===== config.mk =====
export PLATFORM = sky130hd
export DESIGN_NAME = reconf_dsp_seq
export DESIGN_NICKNAME = d
export VERILOG_FILES = /design/src/rtl/reconf_dsp_seq.sv
export SDC_FILE = /design/constraint.sdc
export NUM_CORES = 2
export LEC_CHECK = 0
export ABC_AREA = 1
export ABC_CLOCK_PERIOD_IN_PS = 2980
export BUFFER_PORTS_ARGS = -buffer_cell sky130_fd_sc_hd__clkbuf_2
export CORE_UTILIZATION = 27
export CTS_CLUSTER_SIZE = 12
export DETAILED_ROUTE_END_ITERATION = 10
export SKIP_LAST_GASP = 1
export SLEW_MARGIN = 20
export SYNTH_ARGS = -nofsm -noshare
export SYNTH_HDL_FRONTEND = slang
export SYNTH_SLANG_ARGS = --single-unit

===== constraint.sdc =====
create_clock -name clk -period 2.98 [get_ports clk]
set_clock_uncertainty 0.2 [all_clocks]
set_input_delay 0 -clock clk [delete_from_list [all_inputs] [get_ports clk]]
set_output_delay 0 -clock clk [all_outputs]
set_load 0.03 [all_outputs]

===== src/rtl/reconf_dsp_seq.sv =====
// Microcoded sequencer that replays a small program of DSP control words,
// looping between loop_start and END words. Optional stall counter: RECONF_DSP_SEQ_STATS_EN.
module reconf_dsp_seq #(
  parameter int FIFO_PA_BITS = 5,
  parameter int FIFO_PD_BITS = 5,
  parameter int FIFO_PF_BITS = 5,
  parameter int CMD_WIDTH    = 3,
  parameter int PROG_BITS    = 6,
  parameter int IW           = FIFO_PA_BITS + FIFO_PD_BITS + FIFO_PF_BITS + CMD_WIDTH + 7
) (
  input  logic                    clk,
  input  logic                    rst_n,
  input  logic                    cfg_we,
  input  logic [PROG_BITS-1:0]    cfg_addr,
  input  logic [IW-1:0]           cfg_data,
  input  logic [PROG_BITS-1:0]    loop_start,
  input  logic [15:0]             iter_count,
  input  logic                    start,
  input  logic                    stop,
  output logic                    busy,
  output logic                    done,
  output logic [FIFO_PA_BITS-1:0] exe_faa,
  output logic [FIFO_PD_BITS-1:0] exe_fad,
  output logic [FIFO_PF_BITS-1:0] exe_fac,
  output logic                    exe_pa_l,
  output logic                    exe_pd_l,
  output logic                    exe_pc_l,
  output logic                    exe_pi_r,
  output logic                    exe_pp_l,
  output logic [CMD_WIDTH-1:0]    exe_cmd,
  output logic                    exe_cfg_omux,
  input  logic                    exe_ready,
  output logic [31:0]             stat_stall
);

  // Handshake: a command is taken on a clk edge where busy=1 and exe_ready=1;
  // the presented word never depends on exe_ready, only on the registered pc.
  localparam int DEPTH    = 1 << PROG_BITS;
  localparam int OFF_FAD  = FIFO_PA_BITS;
  localparam int OFF_FAC  = OFF_FAD + FIFO_PD_BITS;
  localparam int OFF_PA_L = OFF_FAC + FIFO_PF_BITS;
  localparam int OFF_PD_L = OFF_PA_L + 1;
  localparam int OFF_PC_L = OFF_PD_L + 1;
  localparam int OFF_PI_R = OFF_PC_L + 1;
  localparam int OFF_PP_L = OFF_PI_R + 1;
  localparam int OFF_CMD  = OFF_PP_L + 1;
  localparam int OFF_OMUX = OFF_CMD + CMD_WIDTH;
  localparam int OFF_END  = OFF_OMUX + 1;

  typedef enum logic [1:0] {
    S_IDLE = 2'd0,
    S_RUN  = 2'd1,
    S_DONE = 2'd2
  } state_t;

  state_t               r_state;
  state_t               w_state_nxt;
  logic [IW-1:0]        r_mem [DEPTH];
  logic [PROG_BITS-1:0] r_pc;
  logic [PROG_BITS-1:0] r_loop;
  logic [15:0]          r_pass;
  logic [15:0]          r_iter;
  logic [15:0]          w_pass_inc;
  logic [IW-1:0]        w_word;
  logic                 w_run;
  logic                 w_go;
  logic                 w_accept;
  logic                 w_end;
  logic                 w_last;

  assign w_run      = (r_state == S_RUN);
  assign w_go       = (r_state == S_IDLE) && start && !stop;
  assign w_word     = r_mem[r_pc];
  assign w_end      = w_word[OFF_END];
  assign w_accept   = w_run && exe_ready && !stop;
  assign w_pass_inc = r_pass + 16'd1;
  assign w_last     = (r_iter != 16'd0) && (w_pass_inc == r_iter);

  // Program memory is deliberately outside the reset domain.
  always_ff @(posedge clk) begin
    if (cfg_we && (r_state == S_IDLE)) r_mem[cfg_addr] <= cfg_data;
  end

  always_ff @(posedge clk or negedge rst_n) begin
    if (!rst_n) r_state <= S_IDLE;
    else        r_state <= w_state_nxt;
  end

  always_comb begin
    w_state_nxt = r_state;
    case (r_state)
      S_IDLE:  if (w_go) w_state_nxt = S_RUN;
      S_RUN: begin
        if (stop)                           w_state_nxt = S_IDLE;
        else if (w_accept && w_end && w_last) w_state_nxt = S_DONE;
      end
      S_DONE:  w_state_nxt = S_IDLE;
      default: w_state_nxt = S_IDLE;
    endcase
  end

  always_comb begin
    busy         = w_run;
    done         = (r_state == S_DONE);
    exe_faa      = '0;
    exe_fad      = '0;
    exe_fac      = '0;
    exe_pa_l     = 1'b0;
    exe_pd_l     = 1'b0;
    exe_pc_l     = 1'b0;
    exe_pi_r     = 1'b0;
    exe_pp_l     = 1'b0;
    exe_cmd      = '0;
    exe_cfg_omux = 1'b0;
    if (w_run) begin
      exe_faa      = w_word[0 +: FIFO_PA_BITS];
      exe_fad      = w_word[OFF_FAD +: FIFO_PD_BITS];
      exe_fac      = w_word[OFF_FAC +: FIFO_PF_BITS];
      exe_pa_l     = w_word[OFF_PA_L];
      exe_pd_l     = w_word[OFF_PD_L];
      exe_pc_l     = w_word[OFF_PC_L];
      exe_pi_r     = w_word[OFF_PI_R];
      exe_pp_l     = w_word[OFF_PP_L];
      exe_cmd      = w_word[OFF_CMD +: CMD_WIDTH];
      exe_cfg_omux = w_word[OFF_OMUX];
    end
  end

  // Run parameters are latched at launch so the host may change them mid-run.
  always_ff @(posedge clk or negedge rst_n) begin
    if (!rst_n) begin
      r_pc   <= '0;
      r_pass <= '0;
      r_iter <= '0;
      r_loop <= '0;
    end else if (w_go) begin
      r_pc   <= '0;
      r_pass <= '0;
      r_iter <= iter_count;
      r_loop <= loop_start;
    end else if (w_accept) begin
      if (w_end) begin
        r_pass <= w_pass_inc;
        if (!w_last) r_pc <= r_loop;
      end else begin
        r_pc <= r_pc + 1'b1;
      end
    end
  end

`ifdef RECONF_DSP_SEQ_STATS_EN
  logic [31:0] r_stall;

  always_ff @(posedge clk or negedge rst_n) begin
    if (!rst_n)                                       r_stall <= '0;
    else if (w_go)                                    r_stall <= '0;
    else if (w_run && !exe_ready && (r_stall != '1))  r_stall <= r_stall + 32'd1;
  end

  assign stat_stall = r_stall;
`else
  assign stat_stall = '0;
`endif

endmodule

# --- Word-level counts from Yosys, hierarchy flattened ---
# Memory sizes are Yosys's and may differ from the RTL's.
# Cells that the tools add are included.
op_classes:
  n_addsub: 2
  eq_ne: 6
  n_mux: 23
  reduce_logical: 16
ops:
  columns: ["op", "count"]
  rows:
  - ["$mux W16", 3]
  - ["$mux W6", 4]
  - ["$add A16 B1 Y16 const B", 1]
  - ["$eq A16 B16 Y1", 1]
  - ["$reduce_bool A16 Y1", 1]
  - ["$mux W5", 3]
  - ["$logic_and A1 B1 Y1", 8]
  - ["$mux W1", 8]
  - ["$add A6 B1 Y6 const B", 1]
  - ["$mux W2", 3]
  - ["$reduce_and A2 Y1", 3]
  - ["$pmux W2 S2", 1]
  - ["$reduce_bool A2 Y1", 2]
  - ["$mux W3", 1]
  - ["$ne A3 B2 Y1 const B", 1]
  - ["$ne A3 B3 Y1 const B", 1]
  - ["$eq A2 B1 Y1 const B", 1]
  - ["$eq A2 B2 Y1 const B", 1]
  - ["$logic_not A2 Y1", 1]
  - ["$ne A2 B2 Y1 const B", 1]
  - ["$logic_not A1 Y1", 1]
totals:
  reg_bits: 46
  mem_bits_rw: 1600
  inputBits: 59
  wordCells: 53
  memories: 1
memory_table:
  columns: ["name", "words", "word_bits", "read_ports", "rd_clocked_by_memory_dff", "wr", "line_no", "rtl"]
  rows:
  - ["r_mem", 64, 25, 1, 0, 1, "58", "logic [IW-1:0] r_mem [DEPTH];"]

# --- Longest topological paths before layout ---
logic_depth:
  depth_word: 8
  depth_mapped: 17
  depth_no_buf: 16

# --- Worst setup path before layout ---
# No wires, ideal clock.
synth_timing:
  kind: "flip-flop to flip-flop"
  startpoint: "register r_state[0]"
  endpoint: "memory r_mem[0][0] (netlist name) (enable)"
  setup_time_ps: 407
  arrival_ps: 2433
  path_slack_ps: -60
  stages_incl_launch_ff: 4
  path_buffers: 0
  synth_period_minus_slack_ps: 3040
  path_cell_list: "dfrtp_1 > nor3b_1 > nand4_1 > nor2_1"
synth_between:
  elab_chain_cells: 4
synth_lines:
  columns: ["item", "line_no", "rtl"]
  rows:
  - ["from (decl)", "56", "state_t r_state;"]
  - ["from (signal assigned)", "86", "else r_state <= w_state_nxt;"]
  - ["$logic_not A2 Y1", "81", "if (cfg_we && (r_state == S_IDLE)) r_mem[cfg_addr] <= cfg_data;"]
  - ["$logic_and A1 B1 Y1", "81", null]
  - ["$mux W1", "81", null]
  - ["$mux W1 (not written as such)", "81", null]
  - ["to (decl)", "58", null]
# Every way passes these cells.

# --- Worst setup path in the final report ---
layout_timing:
  startpoint: "register r_pc[0]"
  endpoint: "output port exe_fac[1]"
layout_between:
  elab_chain_cells: 2
layout_lines:
  columns: ["item", "line_no", "rtl"]
  rows:
  - ["from (decl)", "59", "logic [PROG_BITS-1:0] r_pc;"]
  - ["from (signal assigned)", "144", "if (!w_last) r_pc <= r_loop;"]
  - ["from (signal assigned)", "146", "r_pc <= r_pc + 1'b1;"]
  - ["$mem_v2 Z64 W25", null, null]
  - ["$mux W5", "115", "if (w_run) begin"]
  - ["to (decl)", "24", "output logic [FIFO_PF_BITS-1:0] exe_fac,"]
# Every way passes these cells.

==> impl_metrics.yaml <==
floorplan:
  core-area_sq_mm: 0.240
  std_cell_rows: 180
  floorplan.initialDensity_pct: 27.1
  ioPinCount: 117
  die_h_um: 494
  die_x_um: 494
  design.die.area_sq_mm: 0.244
synthesis:
  mappedNetlistArea_sq_mm: 0.0652
  synth_area_per_cell_sq_um: 13.2
  synth.largest_area_cell: "sky130_fd_sc_hd__edfxtp_1"
  synthFlopType: "sky130_fd_sc_hd__edfxtp_1"
  synth.lib_cells_used.distinct: 35
  synthTopCellsByCount: "sky130_fd_sc_hd__edfxtp_1, sky130_fd_sc_hd__nor2_1, sky130_fd_sc_hd__o21ai_0"
  synth.area.top_cells: "sky130_fd_sc_hd__edfxtp_1, sky130_fd_sc_hd__o21ai_0, sky130_fd_sc_hd__nor2_1"
  synth_top_area_share_pct: 73.6
  netlist_instances: 4948
  number_of_flops_mapped_to_enable_cells_by_yosys: 1600
  synthMuxAreaShare_pct: 0.0863
  yosys.area_share.simple_pct: 9.64
  synth_adder_area_share_pct: 0.0384
  synth-compound-area-share_pct: 11.7
  synth_top_family_by_area: "compound AO/OA/AOI/OAI gates"
  synth_async_sr_flop_share_pct: 2.79
  synthesis_warnings: 0
  synth-seq-area-share_pct: 75.4
  synthXorXnorAreaFrac_pct: 0.0806
  synth_seq_cells: 1646
  yosys.cell_count.top_type: "sky130_fd_sc_hd__edfxtp_1"
route:
  final_antenna_net_count: 0
  vias: 45119
  drt-wirelength-per-cell_um: 24.6
  initial_drt_pass_iterations: 6
  dr.first_iter.drc_count: 5717
  drc_errors_left: 0
  avgViaCountPerCell: 5.21
  wl_um: 213000
pwr:
  powerDensity_mw_per_mm2: 763
  power.clock.fraction_pct: 30.3
  power.leakage_nw: 26.6
  netSwitchingPower_mw: 20.2
  power.sequential.fraction_pct: 41.2
  cellInternalPower_mw: 42.3
  switching_share_pct: 32.3
  proportion_of_power_drawn_by_combinational_gates_pct: 28.6
  ir_drop_uv: 668
setup_path:
  startpoint_type: "register"
  cell_count_along_the_critical_path: 12
  arrival_ns: 3.36
  end_kind: "output pin"
  reg2reg_to: "r_pc[1]"
  critPathCapture: "exe_fac[1]"
  setup.worst_path.start: "r_pc[0]"
  rr_worst_depth: 17
  worst_r2r_startpoint: "r_pc[0]"
  critical_path_peak_fanout: 17
  setup_slack_on_the_worst_flop_to_flop_path_ns: 0.09
  max_stage_delay_ns: 0.58
  critical_path.cell_chain: "inv_12 > buf_12 > buf_16 > o21ai_2 > o22ai_1 > o211ai_1 > nand3_1 > nand3_1 > buf_6 > a21oi_2 > buf_6 > clkbuf_8"
  critical_path_class: "register to output pin"
  worst_ep_required_time_ns: 2.78
  timing.critical_path.slowest_stage_cell: "sky130_fd_sc_hd__dfrtp_4"
  path_delay_family: "buffers and inverters"
  critical_path_buffer_and_inverter_count: 6
timing:
  timing.final.hold_violations: 0
  finalWorstPathRequiredPeriod_ns: 3.56
  relSlewSlack_pct: 24.2
  worst-slew-pin-transition_ns: 1.14
  period_share_pct: 119
  final-max-slew-violation-count: 0
  holdWs_ns: 0.0524
  setup_viol_count_final: 24
  grt_setup_unrepaired: "yes"
  max_freq_ghz: 0.281
  layout_setup_ws_ns: -0.578
layout:
  nNetsFinal: 5452
  post_route_cells_drive_above_1_share_pct: 16.7
  multiInputGateArea_sq_mm: 0.0152
  area_growth_syn_to_layout_pct: 25.5
  seqCellArea_sq_mm: 0.0492
  num-fill-cells: 22768
global_route:
  grt-ovfl-total: 0
  grt_antenna_before_repair: 10
  wire_length_of_the_first_global_routing_pass_um: 296000
  first_global_vias: 42710
  grt_util_all_layers_pct: 16.4
  grt_start_max_net_pins: 65
clocking:
  clock_sink_count: 1646
  cts.clk_slew.worst_paths_ns: 0.07
  tritoncts.num_buffers: 164
  tritoncts_clock_tree: "done"
  maximum_buffer_depth_of_the_clock_tree: 3
  clock_latency_ns: 0.82
  cts_max_level: 4
  root_buffer_cell: "sky130_fd_sc_hd__clkbuf_16"
outcome:
  result_of_the_run: "finished, violations left"
  violations: "setup timing"
hold_path:
  worst_hold_path_type: "primary input to register"
  hp-start: "cfg_data[9]"
flow_run:
  maximum_capacitance_violations: 0
placed_design:
  routabilityCongestion: 0.853
  detailed_place_hpwl_um: 110000
  portBuffers: 84
  pre_cts_slack_ns: -0.111
-- placed cells by master, fill, tap and decap left out, types with 72 or more instances in the layout --
cell type | synthesis | layout
sky130_fd_sc_hd__clkbuf_16 | 0 | 197
sky130_fd_sc_hd__buf_12 | 0 | 130
sky130_fd_sc_hd__a21oi_1 | 95 | 72
sky130_fd_sc_hd__o221ai_1 | 153 | 144
sky130_fd_sc_hd__buf_4 | 49 | 155
sky130_fd_sc_hd__o21ai_0 | 782 | 726
sky130_fd_sc_hd__nand2_1 | 308 | 306
sky130_fd_sc_hd__edfxtp_1 | 1600 | 1600
sky130_fd_sc_hd__dlygate4sd3_1 | 0 | 128
sky130_fd_sc_hd__nor2_1 | 901 | 820
sky130_fd_sc_hd__o22ai_1 | 231 | 228
sky130_fd_sc_hd__nand3_1 | 236 | 186
-- layout make-up --
type | count | area share [%]
timing repair inverter | 2 | 0.0306
timing repair buffer | 621 | 10.3
clock buffer | 203 | 5.22
antenna | 8 | 0.0244
multi-input combinational | 2892 | 18.6
sequential | 1646 | 60.1
tap | 3185 | 4.87
clock inverter | 44 | 0.567
inverter | 64 | 0.339
-- worst min path at each step --
stage | cells past startpoint | slack [ns] | endpoint
final | 2 | 0.05 | r_mem[46][9]
after global placement | 1 | -0.12 | r_iter[2]
after detailed placement | 1 | -0.11 | r_iter[2]
after global routing | 2 | 0.02 | r_mem[44][9]
after CTS | 4 | 0.01 | r_pc[2]
after floorplan | 0 | -0.50 | r_iter[0]
-- power groups by stage --
stage | registers, mW | clock network [mW] | logic [mW]
CTS | 25.7 | 19.1 | 15.8
global route | 25.7 | 19.9 | 18.7
floorplan | 26.1 | 0 | 7.38
detailed placement | 26.2 | 0 | 13.4
finish | 25.7 | 18.9 | 17.8
global placement | 26.2 | 0 | 13.3
-- sequential cells by signal (all words and copies together) (netlist names) --
name,cells
r_state,2
r_iter,16
r_pass,16
r_pc,6
r_mem,1600
r_loop,6
-- worst reg2reg max path: stages (launching register included) --
cell                        delay [ns]
sky130_fd_sc_hd__dfrtp_4          0.58
sky130_fd_sc_hd__buf_6            0.16
sky130_fd_sc_hd__clkbuf_16        0.15
sky130_fd_sc_hd__buf_4            0.18
sky130_fd_sc_hd__clkbuf_16        0.22
sky130_fd_sc_hd__nor2_1           0.06
sky130_fd_sc_hd__nor2_1           0.08
sky130_fd_sc_hd__o21ai_1          0.07
sky130_fd_sc_hd__nand3_1          0.08
sky130_fd_sc_hd__nand3_1          0.09
sky130_fd_sc_hd__nand2_2          0.10
sky130_fd_sc_hd__nand3_4          0.17
sky130_fd_sc_hd__nand2_8          0.17
sky130_fd_sc_hd__nand3_4          0.11
sky130_fd_sc_hd__nand2_4          0.13
sky130_fd_sc_hd__inv_2            0.05
sky130_fd_sc_hd__nand2_1          0.05
sky130_fd_sc_hd__nand2_1          0.10
-- routing by layer --
layer | vias up | GRT usage, % | part of all wire, %
li1 | 19417 | - | -
met1 | 22867 | 21.5 | 39
met2 | 2458 | 27.0 | 48
met3 | 377 | 2.57 | 8.7
met4 | 0 | 6.94 | 4.0
met5 | - | 0 | 0
-- per-stage QoR --
step	setup TNS, ns	power [mW]	instances	area [sq um]	util [%]
floorplan	-95.85	33.5	4979	65400	-
global placement	-0.217	39.5	8151	72200	30.0
detailed placement	-0.196	39.6	8151	72200	30.0
CTS	-15.11	60.6	8597	80100	33.3
global route	-13.86	64.3	8661	81900	34.1
finish	-12.10	62.5	8665	81900	34.1
-- what timing repair did --
action | CTS | global route
endpoints found under the hold margin | 2736 | 0
pin swaps | 51 | 130
gates resized for setup | 144 | 247
buffers inserted | 41 | 31
hold buffers | 129 | 0
endpoints found under the setup margin | 24 | 48
gates cloned | 32 | 36
-- logic make-up after synthesis --
| kind of cell | count (synthesis) |
|---|---|
| DFF | 1646 |
| AOI/OAI and AO/OA | 1316 |
| other | 1 |
| xor gates and xnor gates | 6 |
| muxes | 5 |
| adders and majority gates | 2 |
| buffers and inverters | 442 |
| and+or+nand+nor | 1530 |
No activity file was read; power rests on OpenSTA's default activity.
